[src/rtl/lsu_bridge.sv]
// lsu_bridge: memory-stage load/store unit to single-channel bus bridge.
// A one-entry posted write buffer absorbs stores without stalling the core;
// loads stall the core until the bus returns data. Pending writes always drain
// before a read is issued, which keeps program order without address compares.
//
// Ports:
//   clk, rst        clock (rising edge) and asynchronous active-high reset
//   core_addr       memory-stage byte address
//   core_wdata      lane-aligned store data
//   core_wmask      byte write mask (all-zero mask means no store)
//   core_we/core_re store / load request
//   core_rdata      load data, held until the next read response
//   core_stall      combinational pipeline freeze
//   bus_req_*       registered bus request channel (valid/ready handshake)
//   bus_resp_*      read response channel (single-cycle valid pulse)
module lsu_bridge #(
  parameter int unsigned ADDR_WIDTH = 32,
  parameter int unsigned DATA_WIDTH = 32
) (
  input  logic                  clk,
  input  logic                  rst,
  input  logic [ADDR_WIDTH-1:0] core_addr,
  input  logic [DATA_WIDTH-1:0] core_wdata,
  input  logic [3:0]            core_wmask,
  input  logic                  core_we,
  input  logic                  core_re,
  output logic [DATA_WIDTH-1:0] core_rdata,
  output logic                  core_stall,
  output logic                  bus_req_valid,
  input  logic                  bus_req_ready,
  output logic [ADDR_WIDTH-1:0] bus_req_addr,
  output logic                  bus_req_we,
  output logic [DATA_WIDTH-1:0] bus_req_wdata,
  output logic [3:0]            bus_req_wstrb,
  input  logic                  bus_resp_valid,
  input  logic [DATA_WIDTH-1:0] bus_resp_rdata
);

  localparam logic [1:0] IDLE    = 2'd0;
  localparam logic [1:0] RD_REQ  = 2'd1;
  localparam logic [1:0] RD_WAIT = 2'd2;
  localparam logic [1:0] RD_DONE = 2'd3;

  // Current state
  logic [1:0]            state;
  logic                  wb_valid;
  logic [ADDR_WIDTH-1:0] wb_addr;
  logic [DATA_WIDTH-1:0] wb_data;
  logic [3:0]            wb_mask;
  logic [ADDR_WIDTH-1:0] rd_addr;

  // Next state
  logic [1:0]            state_d;
  logic                  wb_valid_d;
  logic [ADDR_WIDTH-1:0] wb_addr_d;
  logic [DATA_WIDTH-1:0] wb_data_d;
  logic [3:0]            wb_mask_d;
  logic [ADDR_WIDTH-1:0] rd_addr_d;
  logic [DATA_WIDTH-1:0] core_rdata_d;
  logic                  bus_req_valid_d;
  logic [ADDR_WIDTH-1:0] bus_req_addr_d;
  logic                  bus_req_we_d;
  logic [DATA_WIDTH-1:0] bus_req_wdata_d;
  logic [3:0]            bus_req_wstrb_d;

  logic store_req;
  logic load_req;
  logic bus_hs;
  logic wb_accept;

  // State register
  always_ff @(posedge clk or posedge rst) begin
    if (rst) begin
      state         <= IDLE;
      wb_valid      <= 1'b0;
      wb_addr       <= '0;
      wb_data       <= '0;
      wb_mask       <= 4'b0;
      rd_addr       <= '0;
      core_rdata    <= '0;
      bus_req_valid <= 1'b0;
      bus_req_addr  <= '0;
      bus_req_we    <= 1'b0;
      bus_req_wdata <= '0;
      bus_req_wstrb <= 4'b0;
    end else begin
      state         <= state_d;
      wb_valid      <= wb_valid_d;
      wb_addr       <= wb_addr_d;
      wb_data       <= wb_data_d;
      wb_mask       <= wb_mask_d;
      rd_addr       <= rd_addr_d;
      core_rdata    <= core_rdata_d;
      bus_req_valid <= bus_req_valid_d;
      bus_req_addr  <= bus_req_addr_d;
      bus_req_we    <= bus_req_we_d;
      bus_req_wdata <= bus_req_wdata_d;
      bus_req_wstrb <= bus_req_wstrb_d;
    end
  end

  // Next-state, stall and bus request logic
  always_comb begin
    state_d         = state;
    wb_valid_d      = wb_valid;
    wb_addr_d       = wb_addr;
    wb_data_d       = wb_data;
    wb_mask_d       = wb_mask;
    rd_addr_d       = rd_addr;
    core_rdata_d    = core_rdata;
    bus_req_valid_d = 1'b0;
    bus_req_addr_d  = '0;
    bus_req_we_d    = 1'b0;
    bus_req_wdata_d = '0;
    bus_req_wstrb_d = 4'b0;
    core_stall      = 1'b0;

    store_req = core_we && (core_wmask != 4'b0);
    // A store takes priority: core_re alongside core_we is not a load.
    load_req  = core_re && !core_we;
    bus_hs    = bus_req_valid && bus_req_ready;
    // Stores are only taken while the bus is free of a read, so an issued
    // read request can never be displaced by a write.
    wb_accept = store_req && !wb_valid && ((state == IDLE) || (state == RD_DONE));

    // Write buffer: drain on handshake, refill only from an empty buffer.
    if (wb_valid && bus_hs) begin
      wb_valid_d = 1'b0;
    end
    if (wb_accept) begin
      wb_valid_d = 1'b1;
      wb_addr_d  = core_addr;
      wb_data_d  = core_wdata;
      wb_mask_d  = core_wmask;
    end

    // Read FSM
    case (state)
      IDLE: begin
        if (load_req && !wb_valid) begin
          state_d   = RD_REQ;
          rd_addr_d = core_addr;
        end
      end
      RD_REQ: begin
        if (bus_hs) begin
          state_d = RD_WAIT;
        end
      end
      RD_WAIT: begin
        if (bus_resp_valid) begin
          core_rdata_d = bus_resp_rdata;
          state_d      = RD_DONE;
        end
      end
      RD_DONE: begin
        state_d = IDLE;
      end
      default: begin
        state_d = IDLE;
      end
    endcase

    // Stall: blocked store, load launch in IDLE, or read in flight.
    if (store_req && !wb_accept) begin
      core_stall = 1'b1;
    end
    if ((state == IDLE) && load_req) begin
      core_stall = 1'b1;
    end
    if ((state == RD_REQ) || (state == RD_WAIT)) begin
      core_stall = 1'b1;
    end

    // Registered bus request built from next state; it only changes when the
    // buffer or FSM moves, so it is stable until handshake.
    if (wb_valid_d) begin
      bus_req_valid_d = 1'b1;
      bus_req_we_d    = 1'b1;
      bus_req_addr_d  = {wb_addr_d[ADDR_WIDTH-1:2], 2'b00};
      bus_req_wdata_d = wb_data_d;
      bus_req_wstrb_d = wb_mask_d;
    end else if (state_d == RD_REQ) begin
      bus_req_valid_d = 1'b1;
      bus_req_addr_d  = {rd_addr_d[ADDR_WIDTH-1:2], 2'b00};
    end
  end

endmodule
[config.mk]
export PLATFORM = sky130hd
export DESIGN_NAME = lsu_bridge
export DESIGN_NICKNAME = d
export VERILOG_FILES = /design/src/rtl/lsu_bridge.sv
export SDC_FILE = /design/constraint.sdc
export NUM_CORES = 1
export LEC_CHECK = 0
export ABC_AREA = 1
export BUFFER_PORTS_ARGS = -buffer_cell sky130_fd_sc_hd__clkbuf_2
export CORE_MARGIN = 2
export CORE_UTILIZATION = 40
export CTS_BUF_LIST = sky130_fd_sc_hd__clkbuf_8
export DETAILED_ROUTE_END_ITERATION = 7
export SYNTH_ARGS = -nofsm -noshare
export SYNTH_HDL_FRONTEND = slang
export SYNTH_SLANG_ARGS = --single-unit
[constraint.sdc]
create_clock -name clk -period 8.24 [get_ports clk]
set_clock_uncertainty 0.2 [all_clocks]
set_input_delay 1.648 -clock clk [delete_from_list [all_inputs] [get_ports clk]]
set_output_delay 1.648 -clock clk [all_outputs]
set_load 0.02 [all_outputs]
* After elaboration in Yosys (flattened, before gate mapping)
Index checks and enable logic that the tools add are counted.
** Cells by class
- Eq/ne operators :: 4
- Muxes and demuxes :: 21
- Reduce and logical (&&, ||, !) cells :: 18
** Operators by type and width (count)
- $mux W32 :: 7
- $logic_and A1 B1 Y1 :: 9
- $mux W1 :: 8
- $mux W4 :: 2
- $pmux W2 S4 :: 1
- $mux W2 :: 3
- $eq A2 B1 Y1 const B :: 2
- $eq A2 B2 Y1 const B :: 2
- $reduce_and A2 Y1 :: 2
- $reduce_bool A4 Y1 :: 1
- $logic_not A1 Y1 :: 3
- $logic_not A2 Y1 :: 1
- $logic_or A1 B1 Y1 :: 2
** Storage, ports and cells
- Register bits after elaboration :: 205
- Input port bits :: 106
- Output and inout bits :: 103
- Word-level logic and storage cells :: 57

* Logic depth before layout (Yosys ltp)
- Word-level depth :: 9
- Gate-level depth with buffers :: 11
- Mapped depth without buffers :: 10

* Least setup slack after synthesis
OpenSTA, ideal clock, no wires.
- Path kind :: input port to output port
- From :: input core_re
- To :: output core_stall
- Arrival :: 2300 ps
- Data required time :: 6392 ps
- Path slack :: 4092 ps
- Cell stages on the path :: 5
- Path through :: inv_1 > nor2_1 > buf_2 > nand2_1 > nand3b_1
** On the way
- Word-level cells in the longest chain between the ends :: 4
** RTL lines
- start, declared :: line 26 : input logic core_re,
- $logic_and A1 B1 Y1 :: line 120 : load_req = core_re && !core_we;
- $logic_and A1 B1 Y1 :: line 168 : if ((state == IDLE) && load_req) begin
- $mux W1 :: line 168
- $mux W1 :: line 171 : if ((state == RD_REQ) || (state == RD_WAIT)) begin
- end, declared :: line 28 : output logic core_stall,
Every way passes these cells.

* Final worst setup path
- From :: input core_we
- To :: output core_stall
** On the way
- Word-level cells in the longest chain between the ends :: 8
** RTL lines
- start, declared :: line 25 : input logic core_we,
- $logic_and A1 B1 Y1 :: line 118 : store_req = core_we && (core_wmask != 4'b0);
- $logic_and A1 B1 Y1 (2 in a row) :: line 124 : wb_accept = store_req && !wb_valid && ((state == IDLE) || (state == RD_DONE));
- $logic_not A1 Y1 :: line 165 : if (store_req && !wb_accept) begin
- $logic_and A1 B1 Y1 :: line 165
- $mux W1 :: line 165
- $mux W1 * :: line 168
- $mux W1 * :: line 171
Every way passes the cells marked *; elsewhere a longest branch is shown, timed or not.

==> results_dict.tcl <==
set metrics [dict create \
    status "finished clean" \
    yosysSeqAreaShare 0.598 \
    grt_pass1_vias 5685 \
    insertion_delay_ns 0.46 \
    wl_met3_um 833 \
    final_cell_mix "nand2_1, clkbuf_2, inv_1" \
    powerDensity_nw_per_um2 404 \
    maxSlewViolCount 0 \
    dieHeight_um 148 \
    portBuffers 204 \
    worst_hold_path_type "reg2reg" \
    netlist_area_um2 8290 \
    startpoint_type "input port" \
    p_leak_nw 5.64 \
    die_w_um 148 \
    drt_wl_total_mm 17.4 \
    drtIter0Drc 271 \
    groute.usage.overall 0.167 \
    ant_nets 0 \
    antenna_cells 0 \
    top_layer_used "met4" \
    wl_met1_mm 7.99 \
    antenna_found_initial 0 \
    route.detailed.drc 0 \
    fill_cells 1980 \
    cp_cell_sequence "clkbuf_2 > nor2_2 > buf_4 > nand2_1 > nand3b_1 > clkbuf_2" \
    finalCriticalPeriod_ns 4.49 \
    syn_area_per_cell_um2 9.28 \
    ctsResizeCount 0 \
    viasPerCell 4.41 \
    drive_gt1_frac 0.258 \
    critical_path.max_stage_delay_ns 0.36 \
    cts_num_sinks 198 \
    drv_cap 0 \
    gr-total-overflow 0 \
    gp_congestion 0.768 \
    die_area_um2 21900 \
    cts_htree_levels 4 \
    fin_crit_sh 0.545 \
    end_kind "output port" \
    grt_start_max_net_pins 123 \
    ys_ff_latch 198 \
    maxSlewHeadroom 0.345 \
    hold_buffers 0 \
    numCtsBuffers 17 \
    worst-path-max-fanout 32 \
    vias 6013 \
    fmax_ghz 0.223 \
    cts.clk_slew.worst_paths_ns 0.11 \
    path_buf_inv 3 \
    grt_setup_unrepaired "false" \
    wl_per_cell_um 12.8 \
    std_cell_rows 52 \
    grt_pass1_wl_mm 29.0 \
    place_hpwl_mm 11.0 \
    slowest_stage "buf_4" \
    core_um2 20300 \
    critPathTopFamily "buffers and inverters" \
    ys_types 21 \
    hold_path_depth 1 \
    cp_common_cell "clkbuf_2" \
    synth_warnings 0 \
    wl_met2_mm 8.15 \
    area_delta_synth_final_pct 19.5 \
    syn_inst 893 \
    cts_buffer_depth 2 \
    timing.hold.ws_ns 0.315 \
    cts_setup_buffers 0 \
    peakVddDrop_uv 215 \
    start_util 0.408 \
    finalSetupViolations 0 \
    cts_root_buf "clkbuf_8" \
    critical_path_arrival_ns 2.64 \
    final_common_cell "nand2_1" \
    ios 209 \
    dp.cells 1331 \
    fin_cells 1363 \
    critPathKind "in2out" \
    cp.required_ns 6.39 \
    fin_setup_tns_ns 0 \
    nets 1191 \
    drtPass1Iterations 4 \
    worst_pin_slew_ns 0.982 \
    cp.depth 6 \
    r2r.worst_path.cells 8 \
    cts_tree "done" \
    hold_viol 0 \
]
## flip-flops by register name, summed over array words and instances (netlist names)
name,flops
bus_req_addr,30
bus_req_valid,1
bus_req_wdata,32
bus_req_we,1
bus_req_wstrb,4
core_rdata,32
rd_addr,30
state,2
wb_addr,30
wb_data,32
wb_mask,4
## cell families (layout without fill, tap and decap cells)
group | after synthesis | after routing | synth area share
AO/OA/AOI/OAI | 97 | 97 | 0.0767
AND/OR/NAND/NOR | 312 | 312 | 0.152
flip-flops | 198 | 198 | 0.598
other | 1 | 2 | 0.000452
adder cells (fa/ha/maj) | 5 | 5 | 0.00755
buffers and inverters | 248 | 447 | 0.122
multiplexers | 32 | 32 | 0.0435
## final timing paths
kind,endpoint,start,slack [ns]
worst min register to register,core_rdata[5],core_rdata[5],0.32
worst min-delay path,core_rdata[5],core_rdata[5],0.32
worst max-delay path,core_stall,core_we,3.75
min in group asynchronous,core_rdata[1],rst,1.11
max in group asynchronous,wb_mask[3],rst,5.20
worst max register to register,bus_req_wdata[13],state[0],4.92
## power by group
part / leakage (nW) / switching, mW / internal, mW
clock network: 0.210 / 0.393 / 0.235
logic: 3.13 / 1.19 / 0.619
registers: 2.30 / 0.136 / 1.43
## metal layers
metal	track usage	up-vias
met3	0.0358	24
met1	0.220	2779
li1	-	3074
met4	0.0643	0
met2	0.272	136
met5	0	-
## Yosys cell counts
cell / number / share of area
buf_2: 24 / 0.014
buf_4: 3 / 0.0027
buf_6: 5 / 0.0068
clkbuf_1: 14 / 0.0063
conb_1: 1 / 0.00045
dfrtp_1: 198 / 0.60
ha_1: 5 / 0.0075
inv_1: 201 / 0.091
inv_2: 1 / 0.00045
mux2_2: 32 / 0.043
nand2_1: 205 / 0.093
nand2_2: 1 / 0.00076
nand3_1: 3 / 0.0018
nand3_2: 1 / 0.0012
nand3b_1: 1 / 0.00091
nand4_1: 30 / 0.023
nor2_1: 71 / 0.032
o211ai_1: 30 / 0.027
o21a_1: 30 / 0.027
o21ai_0: 31 / 0.019
o21ai_1: 6 / 0.0036
## area by class of cell
| type | instances | area, µm² | area share |
|---|---|---|---|
| clock buffer | 17 | 234 | 0.0236 |
| clock inverter | 15 | 188 | 0.0189 |
| inverter | 202 | 766 | 0.0773 |
| multi-input combinational | 448 | 2340 | 0.236 |
| sequential | 198 | 4950 | 0.500 |
| tap | 270 | 338 | 0.0341 |
| timing repair buffer | 213 | 1090 | 0.110 |
## metrics by stage
step	setup slack (ns)	utilization	area (µm²)	total power, mW
after global routing	3.61	0.488	9910	4.35
after floorplan	0.995	-	8290	2.93
after CTS	3.74	0.488	9910	4.07
after global placement	3.76	0.467	9490	3.39
final	3.75	0.488	9910	4.00
after detailed placement	3.75	0.467	9490	3.42
Power figures use the tool's default switching activity.
